### config.mk
export PLATFORM = sky130hd
export DESIGN_NAME = memory_stage
export DESIGN_NICKNAME = d
export VERILOG_FILES = /design/src/rtl/mem_stage_pkg.sv /design/src/rtl/mem_ack_timer.sv /design/src/rtl/memory_stage.sv
export SDC_FILE = /design/constraint.sdc
export NUM_CORES = 1
export LEC_CHECK = 0
export ABC_AREA = 1
export ABC_CLOCK_PERIOD_IN_PS = 1400
export CAP_MARGIN = 20
export CORE_ASPECT_RATIO = 1.5
export CORE_MARGIN = 2
export CORE_UTILIZATION = 38
export CTS_CLUSTER_DIAMETER = 150
export DETAILED_ROUTE_END_ITERATION = 7
export MAX_ROUTING_LAYER = met4
export PLACE_DENSITY = 0.77
export SETUP_SLACK_MARGIN = 0.2
export SLEW_MARGIN = 20
export SYNTH_ARGS = -nofsm -noshare
export SYNTH_HDL_FRONTEND = slang
export SYNTH_SLANG_ARGS = --single-unit
export TNS_END_PERCENT = 50
### constraint.sdc
create_clock -name clk -period 1.4 [get_ports clk]
set_clock_uncertainty 0.1 [all_clocks]
set_input_delay 0.28 -clock clk [delete_from_list [all_inputs] [get_ports clk]]
set_output_delay 0.28 -clock clk [all_outputs]
set_load 0.005 [all_outputs]
### src/rtl/mem_stage_pkg.sv
// Shared types and defaults for the memory stage: FSM state encoding,
// write-back source encodings and default datapath widths.
package mem_stage_pkg;

  localparam int DATA_W_DEF = 16;
  localparam int ADDR_W_DEF = 16;
  localparam int PC_W       = 16;

  typedef enum logic [1:0] {
    IDLE   = 2'd0,
    ACCESS = 2'd1,
    HALTED = 2'd2
  } state_t;

  // Write-back source select as produced by decode; passed through untouched here.
  localparam logic [1:0] REGSRC_ALU = 2'd0;
  localparam logic [1:0] REGSRC_MEM = 2'd1;
  localparam logic [1:0] REGSRC_PC  = 2'd2;
  localparam logic [1:0] REGSRC_WB  = 2'd3;

endpackage

### src/rtl/mem_ack_timer.sv
// Saturating wait counter for an outstanding memory request. expired is
// asserted in the cycle whose count step would reach ACK_TIMEOUT; 0 disables it.
module mem_ack_timer #(
  parameter int ACK_TIMEOUT = 255
) (
  input  logic clk,
  input  logic rst_n,
  input  logic clear,
  input  logic enable,
  output logic expired
);

  localparam int CNT_W = (ACK_TIMEOUT > 0) ? $clog2(ACK_TIMEOUT + 1) : 1;
  localparam logic [CNT_W-1:0] LIMIT = CNT_W'(ACK_TIMEOUT);

  logic [CNT_W-1:0] cnt_reg;

  always_ff @(posedge clk or negedge rst_n) begin
    if (!rst_n) begin
      cnt_reg <= '0;
    end else if (clear) begin
      cnt_reg <= '0;
    end else if (enable && (cnt_reg != LIMIT)) begin
      cnt_reg <= cnt_reg + 1'b1;
    end
  end

  generate
    if (ACK_TIMEOUT == 0) begin : g_no_timeout
      assign expired = 1'b0;
    end else begin : g_timeout
      assign expired = enable && (cnt_reg == (LIMIT - 1'b1));
    end
  endgenerate

endmodule

### src/rtl/memory_stage.sv
// EX/MEM pipeline register plus data-memory req/ack sequencer and halt latch.
// Optional MEM_ALIGN_CHECK_EN rejects odd memory addresses with err instead of accessing.
module memory_stage
  import mem_stage_pkg::*;
#(
  parameter int DATA_W      = DATA_W_DEF,
  parameter int ADDR_W      = ADDR_W_DEF,
  parameter int ACK_TIMEOUT = 255
) (
  input  logic              clk,
  input  logic              rst_n,
  input  logic              ex_valid,
  output logic              ex_ready,
  input  logic [ADDR_W-1:0] alu_in,
  input  logic [DATA_W-1:0] srcb_in,
  input  logic [15:0]       next_pc_in,
  input  logic [DATA_W-1:0] wb_in,
  input  logic [1:0]        regsrc_in,
  input  logic              memread_in,
  input  logic              memwrt_in,
  input  logic              dmp_in,
  output logic              mem_req,
  output logic              mem_wr,
  output logic [ADDR_W-1:0] mem_addr,
  output logic [DATA_W-1:0] mem_wdata,
  input  logic              mem_ack,
  input  logic [DATA_W-1:0] mem_rdata,
  output logic              wb_valid,
  output logic [DATA_W-1:0] rdata_out,
  output logic [ADDR_W-1:0] alu_out,
  output logic [15:0]       next_pc_out,
  output logic [DATA_W-1:0] wb_out,
  output logic [1:0]        regsrc_out,
  output logic              halt,
  output logic              err
);

  state_t state_reg;
  logic   accept;
  logic   is_mem_op;
  logic   timer_clear;
  logic   timer_enable;
  logic   timer_expired;

  assign ex_ready  = (state_reg == IDLE);
  assign accept    = ex_valid && ex_ready;
  assign is_mem_op = memread_in || memwrt_in;
  // The captured ALU result doubles as the address, so it stays stable for the whole access.
  assign mem_addr  = alu_out;

  assign timer_clear  = accept && !dmp_in && is_mem_op;
  assign timer_enable = (state_reg == ACCESS) && !mem_ack;

  mem_ack_timer #(
    .ACK_TIMEOUT(ACK_TIMEOUT)
  ) u_timer (
    .clk    (clk),
    .rst_n  (rst_n),
    .clear  (timer_clear),
    .enable (timer_enable),
    .expired(timer_expired)
  );

  always_ff @(posedge clk or negedge rst_n) begin
    if (!rst_n) begin
      state_reg   <= IDLE;
      mem_req     <= 1'b0;
      mem_wr      <= 1'b0;
      mem_wdata   <= '0;
      wb_valid    <= 1'b0;
      rdata_out   <= '0;
      alu_out     <= '0;
      next_pc_out <= '0;
      wb_out      <= '0;
      regsrc_out  <= '0;
      halt        <= 1'b0;
      err         <= 1'b0;
    end else begin
      wb_valid <= 1'b0;
      err      <= 1'b0;
      case (state_reg)
        IDLE: begin
          if (ex_valid) begin
            alu_out     <= alu_in;
            next_pc_out <= next_pc_in;
            wb_out      <= wb_in;
            regsrc_out  <= regsrc_in;
            rdata_out   <= '0;
            if (dmp_in) begin
              state_reg <= HALTED;
              halt      <= 1'b1;
              wb_valid  <= 1'b1;
            end else if (is_mem_op) begin
`ifdef MEM_ALIGN_CHECK_EN
              if (alu_in[0]) begin
                wb_valid <= 1'b1;
                err      <= 1'b1;
              end else begin
                state_reg <= ACCESS;
                mem_req   <= 1'b1;
                mem_wr    <= memwrt_in;
                mem_wdata <= srcb_in;
              end
`else
              state_reg <= ACCESS;
              mem_req   <= 1'b1;
              // A load+store encoding resolves to a store.
              mem_wr    <= memwrt_in;
              mem_wdata <= srcb_in;
`endif
            end else begin
              wb_valid <= 1'b1;
            end
          end
        end
        ACCESS: begin
          // An ack in the expiry cycle takes precedence over the abort.
          if (mem_ack) begin
            if (!mem_wr) begin
              rdata_out <= mem_rdata;
            end
            mem_req   <= 1'b0;
            wb_valid  <= 1'b1;
            state_reg <= IDLE;
          end else if (timer_expired) begin
            mem_req   <= 1'b0;
            rdata_out <= '0;
            wb_valid  <= 1'b1;
            err       <= 1'b1;
            state_reg <= IDLE;
          end
        end
        HALTED: begin
          mem_req <= 1'b0;
          halt    <= 1'b1;
        end
        default: begin
          state_reg <= IDLE;
          mem_req   <= 1'b0;
        end
      endcase
    end
  end

endmodule

# == Yosys cells after proc, flatten, opt, wreduce, memory -nomap -nowiden ==
# Index checks and enable logic that the tools add are counted.
# totals
regBits,97
input_bits,89
out_inout_bits,104
elab_cells,76
# classes
addsub,1
eq_ne,11
mux,30
bitwise_logic,2
reduce_logical,19
# op_table
operator,count
two-way mux 16 bit,4
one-hot mux 16 bit (2 select lines),1
two-way mux 8 bit,2
AND reduction 4 bit,4
two-way mux 1 bit,14
two-way mux 2 bit,5
adder 8 x 1 -> 8 bit (second input constant),1
equality test 8 bit (second input constant),1
!= test 8 bit (second input constant),1
logical AND 1 bit,6
!= test 3 bit (second input constant),2
one-hot mux 1 bit (2 select lines),3
one-hot mux 2 bit (3 select lines),1
nonzero test 2 bit,3
!= test 2 x 1 -> 1 bit (second input constant),2
!= test 2 bit (second input constant),2
!= test 3 x 1 -> 1 bit (second input constant),1
AND reduction 3 bit,1
equality test 2 x 1 -> 1 bit (second input constant),1
equality test 2 bit (second input constant),1
logical NOT 1 bit,2
logical NOT 2 bit,1
NOT 1 bit,2
AND reduction 2 bit,1
logical OR 1 bit,1

# == Depth between registers and ports, before layout ==
# logic_depth
word_depth,6
ltp_mapped,10
mapped_depth_nobuf,9

# == Cells and area by module ==
# From an unflattened synthesis, not the netlist that was laid out.
# unflattened
cells_unflattened,513
hier_area_um2,4242.8
# by_module_without_submodules
module,instances,cells_per_inst,area_each_um2,seq_area_each_um2
memory_stage,1,439,3722.3,2227.1
mem_ack_timer,1,74,520.5,200.2

# == Worst setup path before layout ==
# Ideal clock, no wire load.
# synth_path
path_kind,register -> register
start,reg u_timer.cnt_reg[0]
end,reg rdata_out[10]
setup_ns,0.117
arrival_time_ns,1.286
required_ns,1.183
setup_slack_ns,-0.103
stages_incl_launch_ff,11
path_buffers,1
synth_period_minus_slack_ns,1.503
cell_sequence,dfrtp_1 -> inv_1 -> ha_1 -> inv_1 -> nor2_2 -> nand2_2 -> nand2_4 -> nand3_4 -> buf_6 -> nand2_1 -> nand2_1
# synth_between
elab_chain_len,4
# synth_rtl
element,line_no,text
from (decl),mem_ack_timer.sv:16,logic [CNT_W-1:0] cnt_reg;
from (signal assigned),mem_ack_timer.sv:24,cnt_reg <= cnt_reg + 1'b1;
equality test 8 bit,mem_ack_timer.sv:32,assign expired = enable && (cnt_reg == (LIMIT - 1'b1));
logical AND 1 bit,mem_ack_timer.sv:32,
!= test 3 bit (no line),n/a,
AND reduction 4 bit (no line),n/a,
to (signal assigned),memory_stage.sv:120,rdata_out <= mem_rdata;
to (decl),memory_stage.sv:29,"output logic [DATA_W-1:0] rdata_out,"
# Every way passes these cells.
# A chain may end at the register's enable or synchronous reset.

# == Final worst setup path ==
# layout_path
start,reg state_reg[1]
end,reg next_pc_out[10]
# layout_between
elab_chain_len,2
# layout_rtl
element,line_no,text
from (decl),memory_stage.sv:38,state_t state_reg;
from (signal assigned),memory_stage.sv:66,state_reg <= IDLE;
from (signal assigned),memory_stage.sv:90,state_reg <= HALTED;
from (signal assigned),memory_stage.sv:105,state_reg <= ACCESS;
logical NOT 2 bit,memory_stage.sv:81,case (state_reg)
AND reduction 2 bit (no line),n/a,
to (signal assigned),memory_stage.sv:85,next_pc_out <= next_pc_in;
to (decl),memory_stage.sv:31,"output logic [15:0] next_pc_out,"
# Every way passes these cells.

==> reports/qor.yml <==
global_routing:
  grt_overflow_total: 0
  antenna_found_initial: 0
  grt_pass1_wl_mm: 21.89
  track_usage: 0.2346
  grt_max_degree: 65
  first_global_vias: 4482
placement:
  hpwlAfterDp_mm: 9.353
  dp_cells: 846
  routabilityCongestion: 0.9195
  portBuffers: 192
cts:
  clkLatencyLatePin_ns: 0.34
  clkTransAtPathRegs_ns: 0.06
  numCtsBuffers: 9
  cts_max_path_buffers: 2
  htree_num_levels: 3
  cts-root-buf: "clkbuf_16"
  cts.sinks: 97
  tritoncts: "built"
worst_setup_path:
  crit_fanout: 8
  cp.required_ns: 1.58
  worstPathArrival_ns: 1.77
  critPathCaptureType: "flip-flop"
  cp-start-kind: "flip-flop"
  critical_path_class: "reg2reg"
run_status:
  violations: "negative setup slack"
  status: "complete, but fails checks"
floorplan:
  core_um2: 11000
  die_area_um2: 12150
  fp.dieH_um: 134.0
  boundaryPins: 193
  die_w_um: 90.68
  start_util: 0.3895
  core.rowCount: 47
logic_synthesis:
  synth_fp_nets: 605
  synth_area_leaders: "dfrtp_1 (57%), nand2_1 (23%), nand3_1 (4.6%)"
  ys_seq_area_frac: 0.5668
  synth_area_leader_cell: "dfrtp_1"
  synth_edf_count: 0
  syn_inst: 514
  avgSynthCellArea_um2: 8.332
  yosysMostFrequentCell: "nand2_1"
  synth_ff_type: "dfrtp_1"
  synth_common_cells: "nand2_1 (260), dfrtp_1 (97), nand3_1 (39), nor2_1 (24), buf_4 (21)"
  ys_types: 23
  synth.top_cell.area_share: 0.5668
  syn_area_um2: 4283
  ys_ff_latch: 97
  ys.warnings.count: 0
  synth_async_sr_flop_share: 1.000
route:
  drc: 0
  first_pass_iters: 5
  routed-via-count: 4586
  drtIter0Drc: 308
  routed_wl_mm: 15.39
  ant_nets: 0
  wl_per_cell_um: 16.69
  viasPerCell: 4.974
timing:
  fmax_mhz: 630.9
  hold_viol_final: 0
  post-route-period-util: 1.132
  maxSlewHeadroom: 0.7234
  slew_viol_final: 0
  worst_pin_slew_ns: 0.4149
  setup_viol: 96
  min_period_ns: 1.585
  grt_setup_unrepaired: "true"
  timing.final.ws_setup_ns: -0.1849
  whs_ns: 0.3624
finish:
  area_delta_synth_final_pct: 70.76
  nets: 861
  layout-drive-gt1-share: 0.3948
  antenna_cells: 0
  instances_no_fill: 922
min_path:
  hold_class: "in2async"
pwr:
  leakage_nw: 3.909
  powerDensity_nw_per_um2: 1776
  vdd_ir_drop_max_uv: 905.1
flow_run:
  cap_viol_max_count: 0
[path summary, 6_finish.rpt]
path	from	end	cells after the start	slack (ns)
worst max-delay path	state_reg[1]	next_pc_out[10]	9	-0.18
worst min-delay path	rst_n	state_reg[1]	3	0.36
worst max register to register	state_reg[1]	next_pc_out[10]	9	-0.18
worst min register to register	wb_out[0]	wb_out[0]	2	0.37
max in group asynchronous	rst_n	alu_out[2]	3	0.48
min in group clk	alu_in[15]	alu_out[15]	3	0.37
[logic make-up after synthesis]
logic type	after synthesis	share of synthesized area
adders and majority gates	2	0.005842
AOI/OAI and AO/OA	5	0.006426
xor gates and xnor gates	3	0.006136
buffers and inverters	56	0.07333
DFF	97	0.5668
and+or+nand+nor	351	0.3415
[power by group]
part           leakage (nW)  switching (mW)  internal (mW)
clock network         0.149            1.04           1.48
logic                  2.52            2.92           3.11
registers              1.24           0.622           3.81
[cells in the final DEF, fill, tap and decap left out, types with 3 or more instances in the layout]
| cell type | synthesis | routed |
|---|---|---|
| buf_12 | 0 | 5 |
| o21ai_0 | 3 | 3 |
| inv_1 | 13 | 8 |
| nand3_1 | 39 | 35 |
| nand2_2 | 3 | 49 |
| buf_4 | 21 | 58 |
| inv_2 | 3 | 4 |
| nand4_1 | 16 | 16 |
| nand3_4 | 1 | 4 |
| dfrtp_1 | 97 | 97 |
| clkdlybuf4s50_1 | 0 | 87 |
| nor2_2 | 3 | 3 |
| nor2_4 | 2 | 3 |
| buf_2 | 14 | 93 |
| nor2_1 | 24 | 23 |
| buf_16 | 0 | 3 |
| buf_6 | 1 | 34 |
| nand2_4 | 1 | 18 |
| nand2_8 | 0 | 3 |
| nand2_1 | 260 | 194 |
| clkbuf_16 | 0 | 11 |
[area by class of cell]
type	count	area (um2)
clock buffers	12	256.5
clock inverters	4	51.30
fillers	890	3684
inverters	16	75.07
multi-input cells	362	1917
flip-flops and latches	97	2427
well taps	147	183.9
repair buffers	284	2402
[critical path, stage by stage (launching register included)]
cell,delay [ns]
dfrtp_1,0.41
nor2_4,0.12
buf_6,0.12
inv_4,0.03
nor2_4,0.15
buf_6,0.16
buf_12,0.14
clkbuf_16,0.19
nand2_2,0.05
nand2_1,0.06
[metal layers]
layer,vias to the layer above,global-route usage,share of wire
met1,2195,0.2468,0.35
met3,52,0.03876,0.053
met2,233,0.4183,0.55
met5,-,-,0
met4,0,0.1256,0.046
li1,2106,-,-
[per-stage QoR]
step                      total power, mW    util  instance area [um2]  setup WS (ns)  setup TNS [ns]
after floorplan                     6.501       -                 4344       -0.08088         -0.8088
after global placement              9.385  0.5861                 6445        -0.3144          -25.92
after detailed placement            9.551  0.5861                 6445        -0.3372          -28.23
after CTS                           12.09  0.6157                 6770        -0.1532          -10.33
after global routing                13.77  0.6650                 7313        -0.2361          -16.96
final                               12.99  0.6650                 7313        -0.1849          -11.12
[what timing repair did]
item                                    in CTS  in global routing
endpoints found under the setup margin     199                199
pin swaps                                    9                 49
endpoints found under the hold margin       97                  0
hold buffers                                 1                  0
gates resized for setup                    441                125
gates cloned                                 3                  5
buffers inserted                            41                 10
(Power assumes the default switching activity.)
